`src/rtl/shift_frame_sync.sv`:
```
// shift_frame_sync
//   Frame synchroniser placed after an 8-bit serial-in shift register.
//   Hunts for the SYNC byte at every shift.  Once locked, it cuts the serial
//   stream into bytes, one byte per 8 shifts, and checks that a sync byte
//   follows every frame of FRAME_LEN data bytes.  Lock is dropped after
//   MAX_MISS consecutive missing sync bytes.
//
// Ports
//   clk        : clock, all state changes on the rising edge
//   reset      : asynchronous active-high reset
//   q_in[7:0]  : parallel shift register output, bit 0 = newest serial bit
//   shift_en   : q_in holds a freshly shifted value this cycle
//   byte_out   : last captured data byte, held until the next capture
//   byte_valid : one-cycle pulse, byte_out is new
//   locked     : state is DATA or CHECK
//   frame_done : one-cycle pulse with the last data byte of a frame
//   sync_err   : one-cycle pulse when the expected sync byte is missing
//   miss_cnt   : consecutive missed sync bytes
module shift_frame_sync #(
    parameter logic [7:0] SYNC      = 8'hA5,
    parameter int         FRAME_LEN = 4,
    parameter int         MAX_MISS  = 2
) (
    input  logic       clk,
    input  logic       reset,
    input  logic [7:0] q_in,
    input  logic       shift_en,
    output logic [7:0] byte_out,
    output logic       byte_valid,
    output logic       locked,
    output logic       frame_done,
    output logic       sync_err,
    output logic [1:0] miss_cnt
);

    localparam logic [1:0] HUNT  = 2'd0;
    localparam logic [1:0] DATA  = 2'd1;
    localparam logic [1:0] CHECK = 2'd2;

    localparam logic [7:0] LAST_BYTE = 8'(FRAME_LEN - 1);
    localparam logic [2:0] MISS_LIM  = 3'(MAX_MISS);

    logic [1:0] state, nxt_state;
    logic [2:0] bit_cnt, nxt_bit;
    logic [7:0] byte_cnt, nxt_byte;
    logic [1:0] nxt_miss;
    logic [7:0] nxt_out;
    logic       nxt_valid, nxt_done, nxt_err;

    always_comb begin
        nxt_state = state;
        nxt_bit   = bit_cnt;
        nxt_byte  = byte_cnt;
        nxt_miss  = miss_cnt;
        nxt_out   = byte_out;
        nxt_valid = 1'b0;
        nxt_done  = 1'b0;
        nxt_err   = 1'b0;
        if (shift_en) begin
            case (state)
                HUNT: begin
                    // bit-level search: every shift is a candidate alignment
                    if (q_in == SYNC) begin
                        nxt_state = DATA;
                        nxt_bit   = 3'd0;
                        nxt_byte  = 8'd0;
                    end
                end
                DATA: begin
                    nxt_bit = bit_cnt + 3'd1;
                    if (bit_cnt == 3'd7) begin
                        nxt_out   = q_in;
                        nxt_valid = 1'b1;
                        if (byte_cnt == LAST_BYTE) begin
                            nxt_byte  = 8'd0;
                            nxt_done  = 1'b1;
                            nxt_state = CHECK;
                        end else begin
                            nxt_byte = byte_cnt + 8'd1;
                        end
                    end
                end
                CHECK: begin
                    nxt_bit = bit_cnt + 3'd1;
                    if (bit_cnt == 3'd7) begin
                        if (q_in == SYNC) begin
                            nxt_miss  = 2'd0;
                            nxt_state = DATA;
                        end else begin
                            nxt_err = 1'b1;
                            if (({1'b0, miss_cnt} + 3'd1) == MISS_LIM) begin
                                nxt_miss  = 2'd0;
                                nxt_state = HUNT;
                            end else begin
                                // flywheel: treat the missed slot as a sync slot
                                nxt_miss  = miss_cnt + 2'd1;
                                nxt_state = DATA;
                            end
                        end
                    end
                end
                default: nxt_state = HUNT;
            endcase
        end
    end

    always_ff @(posedge clk or posedge reset) begin
        if (reset) begin
            state      <= HUNT;
            bit_cnt    <= 3'd0;
            byte_cnt   <= 8'd0;
            miss_cnt   <= 2'd0;
            byte_out   <= 8'd0;
            byte_valid <= 1'b0;
            locked     <= 1'b0;
            frame_done <= 1'b0;
            sync_err   <= 1'b0;
        end else begin
            state      <= nxt_state;
            bit_cnt    <= nxt_bit;
            byte_cnt   <= nxt_byte;
            miss_cnt   <= nxt_miss;
            byte_out   <= nxt_out;
            byte_valid <= nxt_valid;
            // registered copy of the state decode so locked tracks state exactly
            locked     <= (nxt_state != HUNT);
            frame_done <= nxt_done;
            sync_err   <= nxt_err;
        end
    end

endmodule
```
`config.mk`:
```
export PLATFORM = sky130hd
export DESIGN_NAME = shift_frame_sync
export DESIGN_NICKNAME = d
export VERILOG_FILES = /design/src/rtl/shift_frame_sync.sv
export SDC_FILE = /design/constraint.sdc
export NUM_CORES = 1
export LEC_CHECK = 0
export BUFFER_PORTS_ARGS = -buffer_cell sky130_fd_sc_hd__buf_2
export CAP_MARGIN = 20
export CORE_ASPECT_RATIO = 1.5
export CORE_UTILIZATION = 45
export CTS_CLUSTER_DIAMETER = 200
export DETAILED_ROUTE_END_ITERATION = 12
export GPL_TIMING_DRIVEN = 0
export MAX_ROUTING_LAYER = met4
export PLACE_DENSITY = 0.67
export SKIP_LAST_GASP = 1
export SYNTH_ARGS = -nofsm -noshare
export SYNTH_HDL_FRONTEND = slang
export SYNTH_SLANG_ARGS = --single-unit
```
`constraint.sdc`:
```
create_clock -name clk -period 2.05 [get_ports clk]
set_input_delay 0.1025 -clock clk [delete_from_list [all_inputs] [get_ports clk]]
set_output_delay 0.1025 -clock clk [all_outputs]
set_load 0.005 [all_outputs]
```
==> results.toml, run 1 <==
[placed_design]
dp.cells = 213
dpl_worst_slack_ns = 0.1348
portBuffers = 24
gp_congestion = 0.9254
dp_hpwl_mm = 2.094

[finish]
drive_above_1_share_pct = 21.67
fin_cells = 219
synthToLayoutAreaGrowth_pct = 18.51
fin_nets = 199
final_util_pct = 56.66
diodes = 0

[status]
status = "finished clean"

[floorplanning]
fp.dieW_um = 47.42
die_height_um = 70.13
start_util_pct = 47.81
io_pins = 25
core_area_um2 = 2913
rows = 24
die-area_um2 = 3326

[setup_path]
cp_max_fo = 9
ff2ff_setup_slack_ns = 0.23
critPathLaunchType = "register"
critPathKind = "reg2reg"
critPathArrivalTime_ns = 1.97
endpoint_kind = "register"
required_ns = 2.20

[pwr]
power_density_nw_per_um2 = 866.1
p_leak_nw = 0.8717
ir_drop_mv = 0.4736

[flow_run]
cap_viol_max_count = 0

[grt]
overflow = 0
grt_start_max_net_pins = 28
grt_pass1_vias = 1151
grt_util_all_layers_pct = 20.17
grt_pass1_wl_mm = 4.899
antenna_found_initial = 0

[detailed_routing]
drt-pass1-iter-count = 4
viasPerCell = 5.265
vias = 1153
drt-initial-drc-count = 19
wl_per_cell_um = 12.61
final_antenna_net_count = 0
drc_errors = 0
routed_wl_mm = 2.762

[logic_synthesis]
synth.top_cell.area_share_pct = 48.52
synth_area_um2 = 1393
syn_inst = 150
ys_seq_area_share_pct = 48.52
synth_area_leaders = "dfrtp_1 49%, nand2_1 9.2%, ha_1 6.3%"
synth_area_per_cell_um2 = 9.284
yosys.area.top_type = "dfrtp_1"
ys_ff_latch = 27
synthDistinctLibCells = 35
synth_fp_nets = 168
synth_warnings = 0

[sta]
max_freq_mhz = 550.3
timing.final.ws_setup_ns = 0.2327
setup_viol = 0
tightest_slew_ns = 0.5431
max_slew_margin_pct = 63.76
fin_skew_ns = 0.005960
rsz0062_at_grt = "false"
post-route-min-period_ns = 1.817
period_share_pct = 88.65
report.final.slew_viol_count = 0
holdWs_ns = 0.03461
finalSetupTns_ns = 0
hold_viol_final = 0

[cts]
cts-buffers-inserted = 3
clockBufferDepth = 2
cts_htree_levels = 1
cts_tree = "yes"
clockRootBuffer = "clkbuf_8"
clock_sinks = 27
path_clk_slew_ns = 0.09
insertion_delay_ns = 0.27
postCtsSetupBuffers = 0

[min_path]
min_path_type = "in2reg"
[per-stage QoR]
step,power [W],cell area [µm²]
final,0.001429,1650
after global routing,0.001537,1650
after CTS,0.001441,1608
after detailed placement,0.001134,1562
after global placement,0.001119,1562
after floorplan,0.001019,1393
[synthesized netlist by cell type]
cell	instances
o31ai_1	2
nand2b_1	2
a31o_1	1
nand4_1	3
o22ai_1	5
o2111ai_1	1
a21o_1	1
nand3_1	8
a211oi_2	1
nor2b_1	2
dfrtp_1	27
mux2_2	1
mux2i_1	2
buf_2	3
nor3_1	1
clkbuf_1	1
nor4b_2	1
nand3b_2	1
inv_1	14
o21ai_1	4
nor2_1	6
a21oi_1	1
inv_2	2
and3_1	2
o21a_1	2
a211o_1	1
a2bb2oi_1	1
nand2_1	34
or4_1	1
o21ai_0	4
ha_1	7
nand4bb_1	2
mux2_1	1
o311ai_1	1
a211oi_1	4
[path summary, 6_finish.rpt]
path,depth (start not counted),start,to
setup / recovery,8,state[1],byte_cnt[6]
hold / removal,3,q_in[6],byte_out[6]
setup reg to reg,8,state[1],byte_cnt[6]
hold reg to reg,2,byte_out[2],byte_out[2]
max in group asynchronous,4,reset,state[1]
min in group asynchronous,3,reset,bit_cnt[2]
[state kept, by name, summed over array words and instances (netlist names)]
name / flops
sync_err: 1
frame_done: 1
state: 2
locked: 1
byte_valid: 1
bit_cnt: 3
byte_out: 8
byte_cnt: 8
miss_cnt: 2
[worst max-delay path, stage by stage, from the launching register on]
cell	delay, ns
dfrtp_1	0.43
inv_1	0.10
ha_1	0.14
buf_2	0.17
nor2_1	0.07
a211o_1	0.26
clkbuf_1	0.20
a211oi_1	0.24
o22ai_1	0.11
[timing repair]
action                                  CTS  global route
hold buffers                              0             1
endpoints found under the hold margin     0            11
gates resized for setup                   0             1
endpoints found under the setup margin    0             7
[cell families after synthesis]
kind of cell | synth area share, %
flops | 48.52
compound gates | 14.38
fa+ha+maj | 6.289
mux | 3.055
simple gates | 22.10
buf+inv | 5.660
[report_power, final]
group	total (W)	internal, W	switching, W
clock network	0.000300	0.000136	0.000164
registers	0.000734	0.000630	0.000105
logic	0.000395	0.000166	0.000229
[cell type report]
cell class / count / area (µm²)
clock inverters: 1 / 5.005
inverters: 16 / 60.06
multi-input cells: 103 / 643.1
clock buffers: 3 / 41.29
well taps: 39 / 48.80
repair buffers: 26 / 157.7
flip-flops and latches: 27 / 675.6
fillers: 283 / 1262
plain buffers: 4 / 18.77
[cell usage in the layout (no fill, tap or decap), types with 2 or more instances in the layout]
master      n
nand2_1    34
buf_2      27
dfrtp_1    27
inv_1      14
nand3_1     7
ha_1        7
nor2_1      6
o22ai_1     5
a211oi_1    4
o21ai_1     4
o21ai_0     4
nand4_1     3
clkbuf_8    3
inv_2       2
nand4bb_1   2
o21a_1      2
and3_1      2
nand2b_1    2
nor2b_1     2
mux2i_1     2
o31ai_1     2
[per-layer routing]
metal  global-route usage [%]  up-vias  part of all wire (%)
met5                        -        -                     0
met2                    33.49       16                    56
li1                         -      577                     -
met1                    23.63      555                    40
met4                    7.937        0                   1.8
met3                    2.326        5                   2.2
No activity file was read; power rests on OpenSTA's default activity.
==> run 2, diff against run 1 <==
--- a/config.mk
+++ b/config.mk
@@ -7,7 +7,7 @@
 export LEC_CHECK = 0
 export BUFFER_PORTS_ARGS = -buffer_cell sky130_fd_sc_hd__buf_2
 export CAP_MARGIN = 20
-export CORE_ASPECT_RATIO = 1.5
+export CORE_ASPECT_RATIO = 0.6
 export CORE_UTILIZATION = 45
 export CTS_CLUSTER_DIAMETER = 200
 export DETAILED_ROUTE_END_ITERATION = 12
==> run 2 against run 1 <==
Register-to-register slack got worse by 0.03 ns. Largest cell class unchanged. Clock skew decreased by 0.0010 ns. Highest routed layer unchanged. Final area increased by 0.38%. Count of clock-buffer cells in the layout unchanged. Via count decreased by 1.6%. Sequential cell count unchanged.
==> results.toml, run 2 (synthesized netlist as in run 1, its figures left out) <==
[status]
status = "finished clean"

[setup_path]
required_ns = 2.25
max_stage_delay_ns = 0.43
ff2ff_setup_slack_ns = 0.20
crit_cells = 8
critPathSlowestCell = "dfrtp_1"
endpoint_kind = "register"
path_buf_inv = 4
critPathArrivalTime_ns = 2.05
critPathKind = "reg2reg"
cp_max_fo = 10
path_cells = "inv_1 -> ha_1 -> buf_2 -> nand3_2 -> inv_1 -> buf_2 -> nand3b_2 -> o21ai_1"
critPathTopFamily = "buffers and inverters"
r2r-start = "state[1]"
critPathLaunch = "state[1]"
worstReg2RegEnd = "byte_cnt[2]"
reg2regPathDepth = 8
critPathLaunchType = "register"

[cts]
cts_tree = "yes"
clockRootBuffer = "clkbuf_8"
insertion_delay_ns = 0.28
cts-buffers-inserted = 3
cts_htree_levels = 1
clock_sinks = 27
clockBufferDepth = 2
postCtsSetupBuffers = 0
path_clk_slew_ns = 0.10

[sta]
fin_skew_ns = 0.004916
period_share_pct = 90.09
rsz0062_at_grt = "false"
hold_viol_final = 0
post-route-min-period_ns = 1.847
max_slew_margin_pct = 63.17
setup_viol = 0
finalSetupTns_ns = 0
report.final.slew_viol_count = 0
max_freq_mhz = 541.5
tightest_slew_ns = 0.5519

[finish]
final_common_cell = "nand2_1"
fin_area_um2 = 1657
synthToLayoutAreaGrowth_pct = 18.96
final_cell_mix = "34 x nand2_1, 27 x buf_2, 27 x dfrtp_1"
top_regs = "byte_cnt x8, byte_out x8, bit_cnt x3"
n_fill_cell = 254
diodes = 0
drive_above_1_share_pct = 21.67
fin_nets = 199

[min_path]
min_path_cells = 3
holdPathEnd = "byte_out[6]"
min_path_type = "in2reg"
min_from = "q_in[6]"

[floorplanning]
start_util_pct = 47.87
core_area_um2 = 2909
fp.dieW_um = 73.82
die-area_um2 = 3328
io_pins = 25
rows = 15
die_height_um = 45.09

[pwr]
p_leak_nw = 0.8679
p_clk_share_pct = 21.6
power.internal_w = 0.0009340
comb_power_share_pct = 27.5
total_power_w = 0.001438
seqPwrFrac_pct = 50.9
power_density_nw_per_um2 = 868.2
swShare_pct = 35.06
ir_drop_mv = 0.3450
p_sw_w = 0.0005043

[detailed_routing]
drt-pass1-iter-count = 4
final_antenna_net_count = 0
wl_per_cell_um = 12.43
drt-initial-drc-count = 114
viasPerCell = 5.113
routed_wl_mm = 2.759
vias = 1135
drc_errors = 0

[placed_design]
dp_hpwl_mm = 2.049
place_area_um2 = 1565
portBuffers = 24
gp_congestion = 0.8951

[grt]
grt_pass1_wl_mm = 4.595
overflow = 0
grt_pass1_vias = 988
grt_util_all_layers_pct = 19.18
grt_start_max_net_pins = 28
antenna_found_initial = 0

[flow_run]
cap_viol_max_count = 0
[run 2: layout make-up]
type	count	area (µm²)	area share (%)
Timing Repair Buffer	26	157.7	9.517
Sequential cell	27	675.6	40.79
Clock inverter	1	7.507	0.4532
Multi-Input combinational cell	103	643.1	38.82
Inverter	16	60.06	3.625
Clock buffer	3	41.29	2.492
Tap cell	42	52.55	3.172
Buffer	4	18.77	1.133
[run 2: timing repair]
item                       4_1_cts  5_1_grt
gates resized for setup          0        1
hold buffers                     0        1
setup endpoints to repair        0        8
hold endpoints to repair         0       11
[run 2: how the worst max path moves through the flow]
stage / to / slack [ns]
final: byte_cnt[2] / 0.20
after global routing: byte_cnt[5] / 0.03
after CTS: byte_cnt[2] / 0.04
after detailed placement: byte_cnt[2] / 0.07
after global placement: locked / 0.12
after floorplan: locked / 0.38
[run 2: layer usage]
metal,share of wire [%],track usage [%],up-vias
li1,-,-,578
met1,54,28.35,522
met3,5.3,5.357,5
met4,0.62,3.462,0
met2,40,26.24,30
met5,0,-,-
[run 2: power by group through the flow]
| stage | logic [W] | registers, W | clock network, W |
|---|---|---|---|
| floorplan | 0.000303 | 0.000716 | 0 |
| global placement | 0.000379 | 0.000738 | 0 |
| detailed placement | 0.000388 | 0.000741 | 0 |
| CTS | 0.000389 | 0.000731 | 0.000319 |
| global route | 0.000452 | 0.000750 | 0.000337 |
| finish | 0.000395 | 0.000732 | 0.000311 |
[run 2: worst register-to-register path, stage by stage, from the launching register on]
cell,delay [ns]
dfrtp_1,0.43
inv_1,0.09
ha_1,0.13
buf_2,0.18
nand3_2,0.22
inv_1,0.13
buf_2,0.22
nand3b_2,0.20
o21ai_1,0.18
[run 2: per-stage QoR]
stage          hold WS [ns]  worst slack (ns)  utilization [%]  cells
2_1_floorplan        0.1552            0.3808                -    150
6_report            0.02219            0.2031            56.95    222
5_1_grt             0.02463           0.02509            56.95    222
3_5_place_dp         0.3204           0.07434            53.81    216
4_1_cts             0.01660           0.03675            55.48    220
3_3_place_gp         0.3041            0.1151            53.81    216
==> run 3, diff against run 2 <==
--- a/config.mk
+++ b/config.mk
@@ -5,6 +5,7 @@
 export SDC_FILE = /design/constraint.sdc
 export NUM_CORES = 1
 export LEC_CHECK = 0
+export ABC_AREA = 1
 export BUFFER_PORTS_ARGS = -buffer_cell sky130_fd_sc_hd__buf_2
 export CAP_MARGIN = 20
 export CORE_ASPECT_RATIO = 0.6
@@ -13,7 +14,7 @@
 export DETAILED_ROUTE_END_ITERATION = 12
 export GPL_TIMING_DRIVEN = 0
 export MAX_ROUTING_LAYER = met4
-export PLACE_DENSITY = 0.67
+export PLACE_DENSITY = 0.66
 export SKIP_LAST_GASP = 1
 export SYNTH_ARGS = -nofsm -noshare
 export SYNTH_HDL_FRONTEND = slang
==> run 3 against run 2 <==
Global-route usage shrank 0.12 points. Synthesized cell count rose by 21%. Final cell count grew 14%. Non-clock buffer count decreased by 1. Combinational power about the same. Core utilization increased by 0.35 points. Routed wire length rose by 8.6%. Area after synthesis is 6.1% higher. Die area rose by 5.9%. Power shrank 8.0%. Critical path type unchanged.
==> results.toml, run 3 <==
[setup_path]
required_ns = 2.22
worstReg2RegEnd = "byte_cnt[6]"
critPathArrivalTime_ns = 1.85
cp_max_fo = 10
critPathKind = "reg2reg"
r2r-start = "bit_cnt[0]"
path_cells = "ha_1 -> ha_1 -> inv_1 -> o21ai_1 -> nand3_4 -> buf_6 -> nand2_1 -> o21ai_1"
reg2regPathDepth = 8
critPathLaunchType = "register"
critPathSlowestCell = "dfrtp_1"
endpoint_kind = "register"
ff2ff_setup_slack_ns = 0.37
max_stage_delay_ns = 0.38

[sta]
post-route-min-period_ns = 1.678
tightest_slew_ns = 0.5967
period_share_pct = 81.88
timing.final.ws_setup_ns = 0.3716
fin_skew_ns = 0.009261
max_slew_margin_pct = 60.18
report.final.slew_viol_count = 0
hold_viol_final = 0
rsz0062_at_grt = "false"
max_freq_mhz = 595.8
finalSetupTns_ns = 0
setup_viol = 0

[logic_synthesis]
synth_area_um2 = 1478
synth_fp_nets = 200
yosys.area.top_type = "dfrtp_1"
ys_seq_area_share_pct = 45.72
syn_inst = 182
synthDistinctLibCells = 23
synth_area_leaders = "dfrtp_1 46%, nand2_1 16%, ha_1 5.9%"
synth_warnings = 0
async_flop_share_pct = 100.0
synth_edf_count = 0
synth.top_cell.area_share_pct = 45.72
yosysMostFrequentCell = "nand2_1"
synth_ff_type = "dfrtp_1"
ys_ff_latch = 27
synth_common_cells = "62 x nand2_1, 27 x dfrtp_1, 22 x inv_1, 14 x nand3_1, 9 x o21ai_2"
synth_area_per_cell_um2 = 8.119

[detailed_routing]
highest_layer = "met4"
wl_met3_um = 115
drt-initial-drc-count = 75
final_antenna_net_count = 0
routed_wl_mm = 2.996
vias = 1185
viasPerCell = 4.665
wl_per_cell_um = 11.80
wl_met2_mm = 1.332
drc_errors = 0
m1WireLength_mm = 1.527
drt-pass1-iter-count = 4

[cts]
path_clk_slew_ns = 0.10
clockRootBuffer = "clkbuf_8"
cts_htree_levels = 1
cts_tree = "yes"
cts-buffers-inserted = 3
cts_resized = 0
clockBufferDepth = 2
clock_sinks = 27
insertion_delay_ns = 0.28

[pwr]
seqPwrFrac_pct = 47.1
p_sw_w = 0.0004639
power.internal_w = 0.0008597
power_density_nw_per_um2 = 769.4
swShare_pct = 35.04
p_leak_nw = 0.9518
p_clk_share_pct = 23.2
comb_power_share_pct = 29.7
ir_drop_mv = 0.4984

[flow_run]
cap_viol_max_count = 0

[finish]
fin_area_um2 = 1720
drive_above_1_share_pct = 25.94
ff_latch_area_um2 = 675.6
multi_input_area_um2 = 673.1
fin_cells = 254
top_regs = "byte_cnt x8, byte_out x8, bit_cnt x3"
synthToLayoutAreaGrowth_pct = 16.43
diodes = 0
n_fill_cell = 296
final_cell_mix = "62 x nand2_1, 27 x dfrtp_1, 25 x buf_2"
fin_nets = 231
final_common_cell = "nand2_1"

[grt]
antenna_found_initial = 0
grt_util_all_layers_pct = 19.06
grt_pass1_vias = 1073
grt_start_max_net_pins = 28
overflow = 0
grt_pass1_wl_mm = 4.885

[placed_design]
place_area_um2 = 1650
dp_hpwl_mm = 2.297
dp.cells = 248
portBuffers = 24
dpl_worst_slack_ns = 0.3970
gp_congestion = 0.8460

[floorplanning]
io_pins = 25
die-area_um2 = 3524
rows = 15
core_area_um2 = 3003
start_util_pct = 49.21
die_height_um = 46.39
fp.dieW_um = 75.98

[min_path]
min_path_type = "in2reg"
holdPathEnd = "byte_out[7]"
min_from = "q_in[7]"
min_path_cells = 3

[status]
status = "finished clean"
[run 3: cell count changes after synthesis, moves of 3 or more]
cell	delta
a211oi_1	-4
nand2_2	+4
nand2_1	+28
inv_2	+3
nand3_1	+6
o21ai_2	+9
o22ai_1	-5
inv_1	+8
[run 3: repair_timing]
action	in CTS	in global routing
hold buffers	0	1
buffers inserted	0	0
hold endpoints to repair	0	14
[run 3: worst max path at each step]
| stage | startpoint | endpoint | slack (ns) | cells after the start |
|---|---|---|---|---|
| floorplan | bit_cnt[0] | byte_cnt[7] | 0.60 | 8 |
| global placement | bit_cnt[0] | byte_cnt[6] | 0.46 | 8 |
| detailed placement | bit_cnt[0] | byte_cnt[6] | 0.40 | 8 |
| CTS | bit_cnt[0] | byte_cnt[6] | 0.37 | 8 |
| global route | bit_cnt[0] | byte_cnt[6] | 0.24 | 8 |
| finish | bit_cnt[0] | byte_cnt[6] | 0.37 | 8 |
[run 3: logic make-up after synthesis]
| logic type | Yosys count | share of synthesized area [%] |
|---|---|---|
| AO/OA/AOI/OAI | 21 | 9.568 |
| adder cells (fa/ha/maj) | 7 | 5.927 |
| flip-flops | 27 | 45.72 |
| AND/OR/NAND/NOR | 97 | 30.06 |
| buffers and inverters | 30 | 8.721 |
[run 3: metrics by stage]
step           util, %  hold WS [ns]  total power, W
2_1_floorplan        -        0.1552       0.0009190
4_1_cts          56.46       0.03851        0.001329
5_1_grt          57.29       0.03894        0.001402
6_report         57.29       0.04981        0.001324
3_5_place_dp     54.96        0.3255        0.001021
3_3_place_gp     54.96        0.3254       0.0009957
[run 3: area by class of cell]
class | instances | share of cell area, %
buffer | 3 | 1.600
clock buffer | 4 | 2.618
inverter | 27 | 5.891
multi-input combinational | 125 | 39.13
sequential | 27 | 39.27
tap | 42 | 3.055
timing repair buffer | 26 | 8.436
[run 3: critical path, delay by kind of cell (launching register included)]
kind                     cells  cell delay [ns]
adder cells (fa/ha/maj)      2             0.38
flip-flops                   1             0.38
AO/OA/AOI/OAI                2             0.31
AND/OR/NAND/NOR              2             0.22
buffers and inverters        2             0.29
[run 3: layer usage]
metal	up-vias	track usage, %
li1	627	-
met3	4	4.752
met1	531	24.29
met5	-	-
met2	23	31.27
met4	0	4.615
[run 3: power by group through the flow]
stage                     registers (W)  clock network [W]  logic (W)
after floorplan                0.000623                  0   0.000296
after global placement         0.000629                  0   0.000367
after detailed placement       0.000634                  0   0.000387
after CTS                      0.000624           0.000311   0.000394
after global routing           0.000628           0.000330   0.000444
final                          0.000623           0.000307   0.000393
